## src/rtl/instruction_fetch_queue.sv

```systemverilog
// ---------------------------------------------------------------------------
// instruction_fetch_queue
//
// Assembles a wide instruction from successive narrow memory beats, low beat
// first, and buffers completed instructions in a small circular FIFO feeding
// the decode/control logic through a valid/ready handshake.
//
// Parameters
//   BUS_W    width of one memory beat
//   INSTR_W  instruction width, integer multiple of BUS_W (ratio >= 2)
//   DEPTH    completed instructions buffered, power of two, >= 2
//
// Ports
//   Clock      rising-edge clock
//   Reset      asynchronous active-high reset, clears all state
//   I          memory data beat
//   Write      beat valid; accepted when Write && !Full
//   Clear      synchronous flush of partial assembly and queue
//   IRReady    consumer accepts the head instruction
//   IROut      head instruction, 0 when IRValid is low
//   IRValid    queue non-empty
//   Full       queue holds DEPTH instructions; beats are rejected
//   BeatCount  beats already held in the partial assembly
//   Level      instructions currently queued
//   Overflow   sticky dropped-beat flag (only with IR_OVERFLOW_FLAG_EN)
//
// Optional feature macro: IR_OVERFLOW_FLAG_EN adds the Overflow output.
// All outputs are decodes of registered state; no input reaches an output
// combinationally.
// ---------------------------------------------------------------------------
module instruction_fetch_queue #(
    parameter int BUS_W   = 8,
    parameter int INSTR_W = 16,
    parameter int DEPTH   = 2
) (
    input  logic                                 Clock,
    input  logic                                 Reset,
    input  logic [BUS_W-1:0]                     I,
    input  logic                                 Write,
    input  logic                                 Clear,
    input  logic                                 IRReady,
    output logic [INSTR_W-1:0]                   IROut,
    output logic                                 IRValid,
    output logic                                 Full,
    output logic [$clog2(INSTR_W/BUS_W)-1:0]     BeatCount,
    output logic [$clog2(DEPTH+1)-1:0]           Level
`ifdef IR_OVERFLOW_FLAG_EN
    ,
    output logic                                 Overflow
`endif
);

    localparam int BEATS = INSTR_W / BUS_W;
    localparam int CNT_W = $clog2(BEATS);
    localparam int PTR_W = $clog2(DEPTH);
    localparam int LVL_W = $clog2(DEPTH + 1);
    // Only the lower BEATS-1 beats are ever held; the final beat goes
    // straight into the queue entry together with them.
    localparam int ASM_W = INSTR_W - BUS_W;

    logic [ASM_W-1:0]   asm_r;
    logic [CNT_W-1:0]   cnt_r;
    logic [PTR_W-1:0]   wr_ptr_r;
    logic [PTR_W-1:0]   rd_ptr_r;
    logic [LVL_W-1:0]   level_r;
    logic [INSTR_W-1:0] mem_r [DEPTH];

    logic               full_s;
    logic               valid_s;
    logic               accept_s;
    logic               last_beat_s;
    logic               push_s;
    logic               pop_s;
    logic [INSTR_W-1:0] push_data_s;
    logic [31:0]        shamt_s;
    logic [ASM_W-1:0]   slot_mask_s;
    logic [ASM_W-1:0]   asm_next_s;
    logic [CNT_W-1:0]   cnt_next_s;
    logic [LVL_W-1:0]   level_next_s;

    assign full_s      = (level_r == LVL_W'(DEPTH));
    assign valid_s     = (level_r != {LVL_W{1'b0}});
    assign accept_s    = Write && !full_s;
    assign last_beat_s = (cnt_r == CNT_W'(BEATS - 1));
    // Clear wins over both sides of the queue in the same cycle.
    assign push_s      = accept_s && last_beat_s && !Clear;
    assign pop_s       = valid_s && IRReady && !Clear;
    assign push_data_s = {I, asm_r};
    assign shamt_s     = 32'(cnt_r) * 32'(BUS_W);
    assign slot_mask_s = ASM_W'({BUS_W{1'b1}}) << shamt_s;

    // Next assembly contents and beat counter.
    always_comb begin
        asm_next_s = asm_r;
        cnt_next_s = cnt_r;
        if (Clear) begin
            asm_next_s = {ASM_W{1'b0}};
            cnt_next_s = {CNT_W{1'b0}};
        end else if (accept_s) begin
            if (last_beat_s) begin
                asm_next_s = {ASM_W{1'b0}};
                cnt_next_s = {CNT_W{1'b0}};
            end else begin
                asm_next_s = (asm_r & ~slot_mask_s) | (ASM_W'(I) << shamt_s);
                cnt_next_s = cnt_r + CNT_W'(1);
            end
        end else begin
            asm_next_s = asm_r;
            cnt_next_s = cnt_r;
        end
    end

    // Next queue occupancy from the push/pop pair.
    always_comb begin
        level_next_s = level_r;
        if (Clear) begin
            level_next_s = {LVL_W{1'b0}};
        end else begin
            case ({push_s, pop_s})
                2'b10:   level_next_s = level_r + LVL_W'(1);
                2'b01:   level_next_s = level_r - LVL_W'(1);
                default: level_next_s = level_r;
            endcase
        end
    end

    // Assembly, counter, pointer, level and storage registers.
    always_ff @(posedge Clock or posedge Reset) begin
        if (Reset) begin
            asm_r    <= {ASM_W{1'b0}};
            cnt_r    <= {CNT_W{1'b0}};
            wr_ptr_r <= {PTR_W{1'b0}};
            rd_ptr_r <= {PTR_W{1'b0}};
            level_r  <= {LVL_W{1'b0}};
            for (int i = 0; i < DEPTH; i++) begin
                mem_r[i] <= {INSTR_W{1'b0}};
            end
        end else begin
            asm_r   <= asm_next_s;
            cnt_r   <= cnt_next_s;
            level_r <= level_next_s;
            if (Clear) begin
                wr_ptr_r <= {PTR_W{1'b0}};
                rd_ptr_r <= {PTR_W{1'b0}};
            end else begin
                // Pointers wrap naturally because DEPTH is a power of two.
                if (push_s) begin
                    wr_ptr_r <= wr_ptr_r + PTR_W'(1);
                end
                if (pop_s) begin
                    rd_ptr_r <= rd_ptr_r + PTR_W'(1);
                end
            end
            if (push_s) begin
                mem_r[wr_ptr_r] <= push_data_s;
            end
        end
    end

    // Head presentation: stale storage is masked while the queue is empty.
    always_comb begin
        if (valid_s) begin
            IROut = mem_r[rd_ptr_r];
        end else begin
            IROut = {INSTR_W{1'b0}};
        end
    end

    assign IRValid   = valid_s;
    assign Full      = full_s;
    assign BeatCount = cnt_r;
    assign Level     = level_r;

`ifdef IR_OVERFLOW_FLAG_EN
    logic ovf_r;

    // Sticky record of any beat dropped because the queue was full.
    always_ff @(posedge Clock or posedge Reset) begin
        if (Reset) begin
            ovf_r <= 1'b0;
        end else if (Clear) begin
            ovf_r <= 1'b0;
        end else if (Write && full_s) begin
            ovf_r <= 1'b1;
        end else begin
            ovf_r <= ovf_r;
        end
    end

    assign Overflow = ovf_r;
`endif

endmodule
```

## config.mk

```make
export PLATFORM = sky130hd
export DESIGN_NAME = instruction_fetch_queue
export DESIGN_NICKNAME = d
export VERILOG_FILES = /design/src/rtl/instruction_fetch_queue.sv
export SDC_FILE = /design/constraint.sdc
export NUM_CORES = 1
export LEC_CHECK = 0
export ABC_AREA = 1
export CELL_PAD_IN_SITES_DETAIL_PLACEMENT = 0
export CELL_PAD_IN_SITES_GLOBAL_PLACEMENT = 2
export CORE_MARGIN = 2
export CORE_UTILIZATION = 33
export CTS_BUF_LIST = sky130_fd_sc_hd__clkbuf_8
export CTS_CLUSTER_DIAMETER = 30
export DETAILED_ROUTE_END_ITERATION = 12
export PLACE_DENSITY = 0.81
export SLEW_MARGIN = 20
export SYNTH_ARGS = -nofsm -noshare
export SYNTH_HDL_FRONTEND = slang
export SYNTH_SLANG_ARGS = --single-unit
```

## constraint.sdc

```tcl
create_clock -name Clock -period 1.45 [get_ports Clock]
set_clock_uncertainty 0.05 [all_clocks]
set_input_delay 0.145 -clock Clock [delete_from_list [all_inputs] [get_ports Clock]]
set_output_delay 0.145 -clock Clock [all_outputs]
set_load 0.05 [all_outputs]
```

==> results of run 1 <==
[power groups by stage]
stage | Clock (uW) | Combinational, uW | Sequential (uW)
finish | 821 | 4970 | 1950
floorplan | 0 | 2490 | 1970
global placement | 0 | 4370 | 1890
detailed placement | 0 | 4410 | 1900
global route | 895 | 5220 | 1990
CTS | 836 | 4710 | 1910
[placed cells by master (no fill, tap or decap), drive strengths merged]
master	count
o22ai	3
nand2	38
a21oi	30
o21ai	45
dfrtp	45
clkbuf	10
clkinvlp	2
buf	58
nor2	17
inv	37
nand3	15
clkinv	3
clkdlybuf4s50	12
[final timing paths]
path                       depth (start not counted)        end
max in group asynchronous                          3   Level[0]
min                                                2  mem_r[24]
min reg2reg                                        2   mem_r[7]
min in group Clock                                 3  mem_r[24]
max reg2reg                                        8  mem_r[21]
max                                                5  IROut[14]
[cell type report]
cell class	instances	area (sq um)	share of cell area [%]
Inverter	38	158	4.21
Clock inverter	3	25.0	0.669
Tap cell	75	93.8	2.51
Timing Repair inverter	1	7.51	0.201
Clock buffer	5	68.8	1.84
Sequential cell	45	1130	30.2
Multi-Input combinational cell	148	1170	31.4
Timing Repair Buffer	75	1080	29.0
[metal layers]
layer	share of wire (%)	wire length, um
met2	48	2960
met4	1.2	74
met5	0	0
met3	2.3	143
met1	48	2940
[kinds of logic after synthesis]
group	after synthesis	synth area share [%]
flops	45	54.0
simple gates	69	15.9
buf+inv	49	10.7
compound gates	78	19.4
[timing repair]
action | in CTS | in global routing
gates resized for setup | 24 | 69
gates cloned | 2 | 6
setup buffers | 6 | 4
pin swaps | 2 | 12
setup endpoints to repair | 17 | 42
[synthesized netlist by cell type]
master     n
buf_4      3
nand3_4    1
inv_1     37
o22ai_1    3
clkbuf_1   4
buf_8      1
nand2_4    1
buf_6      2
inv_2      1
o21ai_1    2
dfrtp_1   45
a21oi_1   27
nor2_1    11
o21ai_0   43
nor2_2     4
a21oi_2    3
nand3_1   14
clkbuf_2   1
nor2_8     1
nor2_4     1
nand2_1   36
[metrics by stage]
step | hold slack, ns | instance area [sq um] | setup slack, ns | util, % | instances
after floorplan | 0.216 | 2340 | -0.151 | - | 241
after global placement | 0.381 | 3150 | -0.0400 | 52.3 | 365
after detailed placement | 0.389 | 3150 | -0.0663 | 52.3 | 365
after CTS | 0.0393 | 3400 | -0.190 | 56.4 | 381
after global routing | 0.0519 | 3740 | -0.236 | 62.1 | 390
final | 0.0322 | 3740 | -0.198 | 62.1 | 390
[registers in the layout, indices dropped and copies added (netlist names)]
name       cells
BeatCount      1
Level          2
asm_r          8
mem_r         32
rd_ptr_r       1
wr_ptr_r       1
==> impl_metrics.json, run 1 <==
{
  "p_per_area_nw_per_um2": 2070,
  "die_h_um": 83.5,
  "yosys_warnings": 0,
  "track_usage_pct": 16.1,
  "start_util_pct": 34.6,
  "worst_slack_ns": -0.198,
  "ys_seq_area_share_pct": 54.0,
  "gp_congestion": 0.714,
  "startpoint_type": "flop",
  "required_ns": 1.25,
  "antenna_found_initial": 0,
  "synth_area_sq_um": 2090,
  "netlist_top_cells_area": "dfrtp_1 54%, o21ai_0 10%, inv_1 6.7%",
  "wire_per_inst_um": 15.7,
  "irDropWorstVdd_v": 0.00158,
  "cts.path.max_buffers": 2,
  "critPathBufInv": 4,
  "power_uw": 7740,
  "postCtsHoldBufs": 0,
  "drv_slew": 0,
  "drt_iter0_drc": 114,
  "drc": 0,
  "grtUsageMet1_pct": 23.0,
  "min_path_type": "input pin to asynchronous set/reset pin",
  "wirelength_um": 6110,
  "grt_pass1_wl_um": 8970,
  "yosysTopAreaCell": "dfrtp_1",
  "netlist.area_leader.share_pct": 54.0,
  "antenna_cells": 0,
  "drv_cap": 0,
  "drtAntennaViolNets": 0,
  "finalCriticalPeriod_ns": 1.65,
  "clockRootBuffer": "clkbuf_8",
  "dieArea_sq_um": 6970,
  "area_delta_synth_final_pct": 79.4,
  "rsz0062_at_grt": "yes",
  "p_leak_uw": 0.00168,
  "clkTransAtPathRegs_ns": 0.10,
  "clock_power_share_pct": 10.6,
  "tightest_slew_ns": 0.473,
  "max_freq_mhz": 607,
  "tns_ns": -3.95,
  "insertion_delay_ns": 0.32,
  "slowest_delay_ns": 0.47,
  "switching_share_pct": 44.4,
  "grt_busiest_layer": "met2",
  "vias": 1947,
  "p_int_uw": 4300,
  "synth-seq-cells": 45,
  "cts_tree": "done",
  "num_rows": 28,
  "finalCritPeriodShare_pct": 114,
  "yosysUniqueCellTypes": 21,
  "critical_path_class": "flop to primary output",
  "use_met2_pct": 24.9,
  "fillerInstances": 490,
  "die_x_um": 83.5,
  "dr.pass1.iters": 4,
  "grt_max_degree": 33,
  "cts_buffers": 5,
  "nets": 327,
  "cp_data_arrival_time_ns": 1.45,
  "status": "complete, but fails checks",
  "worstSetupEndpointType": "primary output",
  "path_cells": "inv_6, buf_12, buf_4, a21oi_4, buf_12",
  "slowest_stage": "dfrtp_2",
  "viasPerCell": 4.99,
  "slew_headroom_pct": 68.3,
  "syn_nets": 254,
  "drive_above_1_share_pct": 52.7,
  "worst-path-max-fanout": 10,
  "crit_path_frequent_cell": "buf_12",
  "clock_sinks": 45,
  "dp_hpwl_um": 3690,
  "io_buffers": 33,
  "met3_usage_pct": 3.26,
  "seqPwrFrac_pct": 25.2,
  "critical-path-top-delay-family": "buffers and inverters",
  "p_switching_uw": 3440,
  "avgSynthCellArea_sq_um": 8.65,
  "setup_viol": 45,
  "grt-ovfl-total": 0,
  "ios": 34,
  "critPathLaunch": "rd_ptr_r",
  "finalHoldViolations": 0,
  "regToRegSetupSlack_ns": -0.09,
  "r2r_start": "Level[0]",
  "core_sq_um": 6030,
  "htree_levels": 2,
  "grt_pass1_vias": 1810,
  "synthCells": 241,
  "combPwrFrac_pct": 64.2,
  "violations": "setup timing"
}
No activity file was read; power rests on OpenSTA's default activity.
==> run 2: changes to the inputs <==
--- a/config.mk
+++ b/config.mk
@@ -8,7 +8,6 @@
 export ABC_AREA = 1
 export CELL_PAD_IN_SITES_DETAIL_PLACEMENT = 0
 export CELL_PAD_IN_SITES_GLOBAL_PLACEMENT = 2
-export CORE_MARGIN = 2
 export CORE_UTILIZATION = 33
 export CTS_BUF_LIST = sky130_fd_sc_hd__clkbuf_8
 export CTS_CLUSTER_DIAMETER = 30
==> impl_metrics.json, run 2 (synthesis gave the netlist of run 1 again) <==
{
  "finalCritPeriodShare_pct": 110,
  "stdcell_count": 393,
  "switching_share_pct": 42.5,
  "grt_pass1_wl_um": 8800,
  "violations": "setup timing",
  "min_path_type": "input pin to asynchronous set/reset pin",
  "io_buffers": 33,
  "setup_viol": 32,
  "num_rows": 28,
  "viasPerCell": 4.86,
  "worstSetupEndpointType": "primary output",
  "p_leak_uw": 0.00176,
  "p_int_uw": 4520,
  "cts_buffers": 5,
  "max_freq_mhz": 624,
  "place_area_sq_um": 3080,
  "critical_path_class": "flop to primary output",
  "drv_slew": 0,
  "irDropWorstVdd_v": 0.000987,
  "grt_max_degree": 46,
  "postCtsHoldBufs": 0,
  "area_delta_synth_final_pct": 78.8,
  "cp_data_arrival_time_ns": 1.41,
  "finalCriticalPeriod_ns": 1.60,
  "nets": 330,
  "seqPwrFrac_pct": 24.7,
  "vias": 1910,
  "path_cells": "clkinvlp_4, buf_6, a21oi_4, buf_12",
  "required_ns": 1.25,
  "cts.path.max_buffers": 2,
  "die_x_um": 81.5,
  "design_area_sq_um": 3730,
  "track_usage_pct": 17.5,
  "slew_headroom_pct": 75.8,
  "antenna_cells": 0,
  "worst_slack_ns": -0.152,
  "combPwrFrac_pct": 63.3,
  "drtAntennaViolNets": 0,
  "clkTransAtPathRegs_ns": 0.09,
  "tightest_slew_ns": 0.359,
  "final_cell_mix": "41 x dfrtp_1, 32 x inv_1, 28 x buf_12",
  "cts_tree": "done",
  "grt-ovfl-total": 0,
  "worst-path-max-fanout": 6,
  "largest_reg_flops": 32,
  "antenna_found_initial": 0,
  "dr.pass1.iters": 4,
  "layout_commonest_cell": "dfrtp_1",
  "regMostFlops": "mem_r",
  "clock_sinks": 45,
  "die_h_um": 81.5,
  "drt_iter0_drc": 85,
  "finalHoldViolations": 0,
  "startpoint_type": "flop",
  "insertion_delay_ns": 0.30,
  "htree_levels": 2,
  "slowest_stage": "dfrtp_2",
  "grt_pass1_vias": 1834,
  "drive_above_1_share_pct": 51.6,
  "dieArea_sq_um": 6640,
  "slowest_delay_ns": 0.45,
  "rsz0062_at_grt": "yes",
  "start_util_pct": 34.6,
  "gp_congestion": 0.733,
  "core_sq_um": 6030,
  "ios": 34,
  "dp_cells": 361,
  "wirelength_um": 5760,
  "status": "complete, but fails checks",
  "clock_power_share_pct": 11.9,
  "drc": 0,
  "p_switching_uw": 3340,
  "dp_hpwl_um": 3490,
  "clockRootBuffer": "clkbuf_8",
  "drv_cap": 0,
  "wire_per_inst_um": 14.7,
  "p_per_area_nw_per_um2": 2110
}
==> run 2: final timing paths <==
kind	startpoint	to	slack, ns	cells past startpoint
max reg2reg	Level[0]	mem_r[16]	-0.03	8
max	rd_ptr_r	IROut[8]	-0.15	4
min in group Clock	I[5]	mem_r[29]	0.39	3
max in group asynchronous	Reset	Level[0]	0.99	3
min	Reset	BeatCount	0.13	3
min reg2reg	asm_r[6]	mem_r[22]	0.45	2
==> run 2: cell type report <==
cell class	instances	area, sq um
clock buffer	5	68.8
clock inverter	3	38.8
fill	516	2300
inverter	38	153
multi-input combinational	147	1160
sequential	45	1130
tap	75	93.8
timing repair buffer	79	1080
timing repair inverter	1	7.51
==> run 2: metal layers <==
metal | wire [um] | track usage [%]
met1 | 2610 | 23.2
met4 | 59 | 5.89
met5 | 0 | 0
met2 | 2900 | 29.4
met3 | 193 | 2.44
==> run 2: worst max-delay path, delay by kind of cell, from the launching register on <==
family                 cells  cell delay [ns]
AOI/OAI and AO/OA          1             0.13
DFF                        1             0.45
buffers and inverters      3             0.53
==> run 2: stage by stage <==
stage               setup WS, ns  utilization [%]  hold slack, ns  total power [uW]  setup TNS (ns)
finish                    -0.152             61.9           0.134              7860           -2.24
global route              -0.207             61.9           0.170              8260           -4.57
CTS                       -0.157             55.5           0.144              7470           -2.16
detailed placement       -0.0967             51.2           0.429              6220           -1.92
global placement         -0.0489             51.2           0.423              6170          -0.673
floorplan                 -0.151                -           0.216              4470           -1.97
==> run 2: timing repair <==
action,CTS,global route
pin swaps,1,9
gates cloned,1,5
setup endpoints to repair,20,48
gates resized for setup,24,61
setup buffers,8,10
endpoints found under the hold margin,0,0
==> run 2: power by group through the flow <==
stage / registers (uW) / logic, uW / clock network (uW)
6_report: 1940 / 4980 / 937
4_1_cts: 1910 / 4600 / 963
3_3_place_gp: 1910 / 4260 / 0
3_5_place_dp: 1930 / 4290 / 0
5_1_grt: 1990 / 5260 / 1010
2_1_floorplan: 1970 / 2490 / 0
==> run 3: changes to the inputs <==
--- a/config.mk
+++ b/config.mk
@@ -13,6 +13,7 @@
 export CTS_CLUSTER_DIAMETER = 30
 export DETAILED_ROUTE_END_ITERATION = 12
 export PLACE_DENSITY = 0.81
+export SKIP_LAST_GASP = 1
 export SLEW_MARGIN = 20
 export SYNTH_ARGS = -nofsm -noshare
 export SYNTH_HDL_FRONTEND = slang
==> impl_metrics.json, run 3 (synthesis gave the netlist of run 1 again) <==
{
  "track_usage_pct": 17.5,
  "area_delta_synth_final_pct": 77.7,
  "r2r_start": "Level[0]",
  "drv_cap": 0,
  "p_leak_uw": 0.00175,
  "layout_commonest_cell": "dfrtp_1",
  "worst_slack_ns": -0.152,
  "drc": 0,
  "core_sq_um": 6030,
  "max_freq_mhz": 624,
  "antenna_cells": 0,
  "start_util_pct": 34.6,
  "finalCriticalPeriod_ns": 1.60,
  "io_buffers": 33,
  "die_h_um": 81.5,
  "dr.pass1.iters": 4,
  "vias": 1914,
  "dieArea_sq_um": 6640,
  "worstSetupEndpointType": "primary output",
  "viasPerCell": 4.87,
  "p_per_area_nw_per_um2": 2110,
  "startpoint_type": "flop",
  "combPwrFrac_pct": 63.2,
  "drtAntennaViolNets": 0,
  "clock_sinks": 45,
  "wirelength_um": 5780,
  "postCtsHoldBufs": 0,
  "grt_max_degree": 46,
  "p_int_uw": 4500,
  "num_rows": 28,
  "grt-ovfl-total": 0,
  "nets": 330,
  "gp_congestion": 0.733,
  "cts.path.max_buffers": 2,
  "tightest_slew_ns": 0.360,
  "p_switching_uw": 3340,
  "slew_headroom_pct": 75.8,
  "htree_levels": 2,
  "drt_iter0_drc": 74,
  "clockRootBuffer": "clkbuf_8",
  "violations": "setup timing",
  "cts_tree": "done",
  "drive_above_1_share_pct": 49.7,
  "fillerInstances": 515,
  "critical_path_class": "flop to primary output",
  "required_ns": 1.25,
  "cts_buffers": 5,
  "status": "complete, but fails checks",
  "dp_slack_ns": -0.0967,
  "critical-path-top-delay-family": "buffers and inverters",
  "antenna_found_initial": 0,
  "final_cell_mix": "41 x dfrtp_1, 32 x inv_1, 28 x buf_4, 28 x buf_12, 22 x o21ai_2",
  "clkTransAtPathRegs_ns": 0.09,
  "finalHoldViolations": 0,
  "setup_viol": 34,
  "slowest_delay_ns": 0.45,
  "cp.depth": 4,
  "seq_area_sq_um": 1130,
  "min_path_type": "input pin to asynchronous set/reset pin",
  "power_uw": 7840,
  "worst_r2r_endpoint": "mem_r[31]",
  "seqPwrFrac_pct": 24.8,
  "cp_data_arrival_time_ns": 1.41,
  "path_cells": "clkinvlp_4, buf_6, a21oi_4, buf_12",
  "worst-path-max-fanout": 6,
  "clock_power_share_pct": 12.0,
  "rsz0062_at_grt": "yes",
  "largest_reg_flops": 32,
  "finalCritPeriodShare_pct": 110,
  "switching_share_pct": 42.6,
  "wire_per_inst_um": 14.7,
  "regMostFlops": "mem_r",
  "ios": 34,
  "irDropWorstVdd_v": 0.000988,
  "dp_hpwl_um": 3490,
  "die_x_um": 81.5,
  "regToRegSetupSlack_ns": -0.03,
  "insertion_delay_ns": 0.30,
  "critPathBufInv": 3,
  "reg2regPathDepth": 8,
  "grt_pass1_vias": 1837,
  "drv_slew": 0,
  "grt_pass1_wl_um": 8800,
  "slowest_stage": "dfrtp_2",
  "multi_input_area_sq_um": 1140
}
==> run 3: cell types whose count changed in the layout (fill, tap and decap cells not counted) <==
cell and change:
buf_4 +1, a21oi_2 -2, buf_6 -1, nand2_1 +3, o21ai_2 -1, o21ai_1 +1, a21oi_1 +2, nand2_2 -3
==> run 3: area by class of cell <==
type / count / area share (%)
timing repair buffer: 79 / 29.0
timing repair inverter: 1 / 0.202
clock buffer: 5 / 1.86
tap: 75 / 2.53
sequential: 45 / 30.5
multi-input combinational: 147 / 30.8
inverter: 38 / 4.12
clock inverter: 3 / 1.05
==> run 3: worst max path at each step <==
stage                     startpoint   endpoint
after global routing        rd_ptr_r  IROut[13]
after detailed placement       Clear  mem_r[31]
after CTS                   rd_ptr_r   IROut[5]
final                       rd_ptr_r   IROut[8]
after floorplan             Level[0]  IROut[11]
after global placement         Write  BeatCount
==> run 3: tightest hold or removal path: cells and delay by family <==
| kind | cells | cell delay [ns] |
|---|---|---|
| buf+inv | 3 | 0.71 |
==> run 3: stage by stage <==
step                      util (%)  hold slack, ns  area (sq um)  std cells  TNS, ns
after detailed placement      51.2           0.429          3080        361    -1.92
after global routing          61.5           0.170          3710        393    -4.67
after floorplan                  -           0.216          2340        241    -1.97
final                         61.5           0.135          3710        393    -2.27
after CTS                     55.4           0.144          3340        378    -2.17
after global placement        51.2           0.423          3080        361   -0.673
==> run 3: power groups by stage <==
stage	sequential [uW]	clock (uW)	combinational (uW)
finish	1940	939	4960
global route	1990	1010	5240
CTS	1910	963	4590
detailed placement	1930	0	4290
global placement	1910	0	4260
floorplan	1970	0	2490
==> run 3: per-layer routing <==
| layer | routed length, um | global-route usage, % |
|---|---|---|
| met4 | 59 | 5.89 |
| met5 | 0 | 0 |
| met1 | 2650 | 23.2 |
| met3 | 186 | 2.44 |
| met2 | 2880 | 29.4 |
==> run 3: timing repair <==
action,CTS,global route
gates resized for setup,22,56
endpoints found under the setup margin,20,48
setup buffers,8,10
pin swaps,1,4
cloned,1,5
